### src/rtl/note_sequencer.sv
// note_sequencer: 16-step (note, duration) pattern player for one tone voice.
// Walks the pattern table under a tick timebase. Each step sounds a gated
// square wave at the step's pitch for its duration, followed by a fixed
// silent gap. A duration of 0 marks the end of the pattern.
//
// Control handshake: start/stop/wr_en are single-cycle level samples, not
// valid/ready pairs. start is taken only while idle. stop wins over
// everything, including a simultaneous start. done is a one-cycle pulse
// that is raised only on natural completion, never on stop.
module note_sequencer #(
  parameter int CLK_HZ    = 50000000,
  parameter int TICK_HZ   = 100,
  parameter int GAP_TICKS = 2
) (
  input  logic        clk,
  input  logic        reset,
  input  logic        wr_en,
  input  logic [3:0]  wr_addr,
  input  logic [11:0] wr_data,
  input  logic        start,
  input  logic        stop,
  input  logic        loop_en,
  output logic        busy,
  output logic [3:0]  step_idx,
  output logic [3:0]  note,
  output logic        gate,
  output logic        tone_out,
  output logic        done,
  output logic [1:0]  dbgState
);

  localparam int          TICK_DIV  = CLK_HZ / TICK_HZ;
  localparam logic [31:0] TICK_LAST = 32'(TICK_DIV - 1);
  localparam logic [31:0] GAP_LAST  = 32'(GAP_TICKS - 1);

  localparam logic [1:0] IDLE = 2'd0;
  localparam logic [1:0] NOTE = 2'd1;
  localparam logic [1:0] GAP  = 2'd2;

  logic [11:0] patTable [16];
  logic [1:0]  state;
  logic [7:0]  durReg;
  logic [31:0] prescaler;
  logic [31:0] tickCnt;
  logic [31:0] halfCnt;
  logic [31:0] halfPeriod;
  logic        toneReg;

  logic        pitched;
  logic        tickEnd;
  logic        noteEnd;
  logic        gapEnd;
  logic [3:0]  nextIdx;
  logic        candOk;
  logic        entry0Ok;
  logic        fetchGo;
  logic [3:0]  fetchIdx;
  logic [11:0] fetchEntry;

  // Pattern table: cleared by reset, writable in any state.
  always_ff @(posedge clk) begin
    if (reset) begin
      for (int i = 0; i < 16; i++) patTable[i] <= 12'd0;
    end else if (wr_en) begin
      patTable[wr_addr] <= wr_data;
    end
  end

  // Half-period lookup for the latched note code; codes outside 1..8 are rests.
  always_comb begin
    halfPeriod = 32'd0;
    case (note)
      4'd1: halfPeriod = 32'(CLK_HZ / (2 * 392));
      4'd2: halfPeriod = 32'(CLK_HZ / (2 * 440));
      4'd3: halfPeriod = 32'(CLK_HZ / (2 * 494));
      4'd4: halfPeriod = 32'(CLK_HZ / (2 * 523));
      4'd5: halfPeriod = 32'(CLK_HZ / (2 * 587));
      4'd6: halfPeriod = 32'(CLK_HZ / (2 * 659));
      4'd7: halfPeriod = 32'(CLK_HZ / (2 * 698));
      4'd8: halfPeriod = 32'(CLK_HZ / (2 * 784));
      default: halfPeriod = 32'd0;
    endcase
  end

  // End-of-interval detection and the combinational fetch of the next step.
  // From IDLE the fetch is always entry 0; from the last GAP cycle it is the
  // following entry, falling back to entry 0 (loop) or to finish.
  always_comb begin
    pitched  = (note >= 4'd1) && (note <= 4'd8);
    tickEnd  = (prescaler == TICK_LAST);
    noteEnd  = (state == NOTE) && tickEnd && (tickCnt == (32'(durReg) - 32'd1));
    gapEnd   = (state == GAP) && tickEnd && (tickCnt == GAP_LAST);
    nextIdx  = step_idx + 4'd1;
    candOk   = (step_idx != 4'd15) && (patTable[nextIdx][7:0] != 8'd0);
    entry0Ok = (patTable[0][7:0] != 8'd0);
    fetchGo  = 1'b0;
    fetchIdx = 4'd0;
    if (state == IDLE) begin
      fetchGo = entry0Ok;
    end else if (candOk) begin
      fetchGo  = 1'b1;
      fetchIdx = nextIdx;
    end else begin
      fetchGo = loop_en && entry0Ok;
    end
    fetchEntry = patTable[fetchIdx];
  end

  // Sequencer FSM with tick prescaler, duration counter and tone generator.
  always_ff @(posedge clk) begin
    if (reset) begin
      state     <= IDLE;
      step_idx  <= 4'd0;
      note      <= 4'd0;
      durReg    <= 8'd0;
      prescaler <= 32'd0;
      tickCnt   <= 32'd0;
      halfCnt   <= 32'd0;
      toneReg   <= 1'b0;
      done      <= 1'b0;
    end else begin
      done <= 1'b0;
      if (stop) begin
        state   <= IDLE;
        toneReg <= 1'b0;
      end else if (((state == IDLE) && start) || gapEnd) begin
        if (fetchGo) begin
          state     <= NOTE;
          step_idx  <= fetchIdx;
          note      <= fetchEntry[11:8];
          durReg    <= fetchEntry[7:0];
          prescaler <= 32'd0;
          tickCnt   <= 32'd0;
          halfCnt   <= 32'd0;
          toneReg   <= 1'b0;
        end else begin
          state   <= IDLE;
          done    <= 1'b1;
          toneReg <= 1'b0;
        end
      end else if (state != IDLE) begin
        prescaler <= tickEnd ? 32'd0 : prescaler + 32'd1;
        if (tickEnd) tickCnt <= tickCnt + 32'd1;
        if (noteEnd) begin
          state     <= GAP;
          prescaler <= 32'd0;
          tickCnt   <= 32'd0;
          toneReg   <= 1'b0;
        end else if ((state == NOTE) && pitched) begin
          if (halfCnt == (halfPeriod - 32'd1)) begin
            halfCnt <= 32'd0;
            toneReg <= ~toneReg;
          end else begin
            halfCnt <= halfCnt + 32'd1;
          end
        end
      end
    end
  end

  assign busy     = (state != IDLE);
  assign gate     = (state == NOTE) && pitched;
  assign tone_out = toneReg & gate;
  assign dbgState = state;

endmodule
### config.mk
export PLATFORM = sky130hd
export DESIGN_NAME = note_sequencer
export DESIGN_NICKNAME = d
export VERILOG_FILES = /design/src/rtl/note_sequencer.sv
export SDC_FILE = /design/constraint.sdc
export NUM_CORES = 1
export LEC_CHECK = 0
export BUFFER_PORTS_ARGS = -buffer_cell sky130_fd_sc_hd__buf_2
export CAP_MARGIN = 20
export CORE_MARGIN = 10
export CORE_UTILIZATION = 50
export DETAILED_ROUTE_END_ITERATION = 12
export GPL_ROUTABILITY_DRIVEN = 0
export GPL_TIMING_DRIVEN = 0
export PLACE_DENSITY = 0.7
export SETUP_SLACK_MARGIN = 0.15
export SYNTH_ARGS = -nofsm -noshare
export SYNTH_HDL_FRONTEND = slang
export SYNTH_SLANG_ARGS = --single-unit
### constraint.sdc
create_clock -name clk -period 3.7 [get_ports clk]
set_input_delay 0.37 -clock clk [delete_from_list [all_inputs] [get_ports clk]]
set_output_delay 0.37 -clock clk [all_outputs]
set_load 0.005 [all_outputs]
==> results.md <==
* P_leak at 6.74 nW
* Initial antenna violation count at 0
* GRT overflow at 0
* 1st-pass router iterations at 11
* Area of the multi-input gates at 8870 um^2
* Area growth from synthesis to layout at 19.5%
* Comb power frac at 0.119
* Via density at 6.53
* Row count at 67
* Tcrit/Tclk final at 0.997
* RSZ-0062 raised after global routing: yes
* Share of cells above drive strength 1 at 0.188
* Clk pwr share at 0.400
* Clock Tree Buf Depth at 3
* # nets final at 1882
* Pwr Total at 0.00810 W
* Setup TNS Final at 0 ns
* First-pass GRT wire length at 84200 um
* # DRC at 0
* Total GRT Usage at 0.259
* Max-cap violations at 0
* Fmax at 271 MHz
* Dpl cells at 2193
* TritonCTS clock tree: done
* Vias in the first global route at 14600
* Syn Inst Count at 1701
* Post-synth EDFFs at 192
* Top Ports at 36
* Non-filler cells, final at 2318
* Synthesis warning total at 0
* Reg power frac at 0.481
* Measured slew at the worst slew-check pin at 1.08 ns
* Fillers at 2703
* Hold buffers post-CTS at 0
* CP Data Required Time at 4.09 ns
* PortBufs at 35
* Relative slew slack at 0.274
* Post-synthesis register bit count at 308
* Hold WS at 0.217 ns
* Yosys cell types at 93
* Min-delay worst type: input pin to flip-flop
* Sequential share of the synthesized area at 0.478
* Internal Pwr Total at 0.00600 W
* Die W at 204 um
* Via Count at 15100
* Most Crowded Layer GR: met2
* Die area at 41600 um^2
* Met2 usage in global routing at 0.426
* Die Y at 204 um
* Psw at 0.00210 W
* CP max FO at 6
* Reg clk slew, reported paths at 0.06 ns
* Initial core utilization at 0.506
* Synth Flop Type: edfxtp_1
* Layout Skew at 0.0132 ns
* Post-DR wirelength/cell at 24.5 um
* Initial drt markers at 2049
* Critical Path AT at 4.08 ns
* Final Critical Period at 3.69 ns
* TritonCTS Buffers at 34
* Avg Inst Size Synth at 9.94 um^2
* Post-DP HPWL at 38800 um
* Htree depth at 2
* Sw frac at 0.259
* Routed WL at 56800 um
* CP Capture Type: flip-flop
* GR Util met3 at 0.0583
* Power density over cell area at 401 nW/um^2
* Slew Limit Fails at 0
* Root Driver: clkbuf_16
* Largest net degree at the start of global routing at 15
* Clk Latency, worst-skew pair at 0.53 ns
* Post-Syn Nets at 1737
* Peak VDD IR at 0.000397 V
* Ys async rst share at 0
* Synth Cell Area at 16900 um^2
* Sink Count at 308
* Placeable Area at 33400 um^2
* Endpoints failing hold at 0
* Outcome: completed
* Final setup viols at 0
* Met1 Usage GRT at 0.318
* CP Class: flip-flop to flip-flop
* Routed Antenna Nets at 0
* Startpoint Class: flip-flop
* Register Area at 8110 um^2
==> worst max-delay path: stages (launching register included) <==
cell	delay (ns)
dfxtp_4	0.37
inv_4	0.05
ha_4	0.16
mux2i_4	0.18
buf_6	0.14
o21ai_4	0.05
or4_4	0.58
nor3_4	0.24
ha_1	0.27
xnor2_1	0.12
nor4_1	0.17
nand4_1	0.13
or4_4	0.54
a21boi_4	0.22
buf_12	0.15
buf_8	0.12
nor3_1	0.05
==> path summary, 6_finish.rpt <==
| path | slack, ns | cells past startpoint | to | start |
|---|---|---|---|---|
| setup / recovery | 0.01 | 16 | halfCnt[11] | note[0] |
| hold / removal | 0.22 | 2 | patTable[0][9] | wr_data[9] |
| hold reg to reg | 0.49 | 2 | prescaler[4] | prescaler[4] |
| setup reg to reg | 0.01 | 16 | halfCnt[11] | note[0] |
==> stage by stage <==
step	setup slack (ns)	utilization	cell area, um^2
after CTS	-0.0247	0.587	19600
final	0.0126	0.605	20200
after detailed placement	-0.916	0.532	17800
after floorplan	0.168	-	17000
after global routing	-0.126	0.604	20200
after global placement	-0.942	0.530	17700
==> metal layers <==
| metal | part of all wire | vias up |
|---|---|---|
| met5 | 0.00084 | - |
| met4 | 0.059 | 2 |
| met3 | 0.11 | 286 |
| met2 | 0.46 | 1016 |
| met1 | 0.37 | 7185 |
| li1 | - | 6646 |
==> logic make-up (layout without fill, tap and decap cells) <==
logic type / Yosys count / count (layout) / synth area share
XOR/XNOR: 87 / 87 / 0.0450
AND/OR/NAND/NOR: 769 / 769 / 0.258
adder cells (fa/ha/maj): 14 / 14 / 0.0104
other: 0 / 1 / 0
flip-flops: 308 / 308 / 0.478
buffers and inverters: 146 / 314 / 0.0376
AO/OA/AOI/OAI: 302 / 302 / 0.120
multiplexers: 75 / 75 / 0.0510
==> repair_timing <==
item / in CTS / in global routing
resized for setup: 134 / 86
endpoints found under the setup margin: 113 / 107
buffers inserted: 38 / 24
cloned: 3 / 0
pin swaps: 35 / 45
==> registers in the layout, indices dropped and copies added (netlist names) <==
signal,flops
halfCnt,32
done,1
durReg,8
tickCnt,32
prescaler,32
toneReg,1
step_idx,4
note,4
patTable,192
dbgState,2
==> synth_stat cells, types with 14 or more instances <==
cell	instances	area [um^2]
a211oi_1	15	113
a21oi_1	74	370
a31oi_1	17	106
and2_1	210	1310
and3_1	24	150
buf_2	22	110
clkbuf_1	77	289
dfxtp_1	116	2320
edfxtp_1	192	5770
ha_1	14	175
inv_1	30	113
mux2_2	17	191
mux2i_1	50	500
nand2_1	81	304
nand3_1	52	260
nand4_1	29	181
nor2_1	109	409
nor2b_1	14	87.6
nor3_1	65	325
nor4_1	66	413
o21ai_0	70	350
or3_1	29	181
or4_1	15	113
xnor2_1	71	622
xor2_1	16	140
==> layout make-up <==
cell class | count | share of cell area
Timing Repair Buffer | 110 | 0.0413
Antenna cell | 1 | 0.000124
Clock buffer | 46 | 0.0463
Multi-Input combinational cell | 1247 | 0.439
Inverter | 31 | 0.00693
Buffer | 114 | 0.0332
Tap cell | 448 | 0.0277
Sequential cell | 308 | 0.401
Clock inverter | 13 | 0.00483
==> power by group through the flow <==
stage	Combinational (W)	Clock, W	Sequential (W)
CTS	0.000892	0.00326	0.00389
detailed placement	0.000796	0	0.00396
floorplan	0.000538	0	0.00391
finish	0.000967	0.00324	0.00390
global placement	0.000776	0	0.00396
global route	0.00102	0.00338	0.00390
==> placed cells by master, fill, tap and decap left out, types with 47 or more instances in the layout <==
master    instances
nor2_1          105
buf_4            71
nand3_1          52
xnor2_1          69
clkbuf_1         66
a21oi_1          68
dfxtp_1         110
nor4_1           62
and2_1          210
nand2_1          78
o21ai_0          54
edfxtp_1        192
mux2i_1          47
Power figures use the tool's default switching activity.
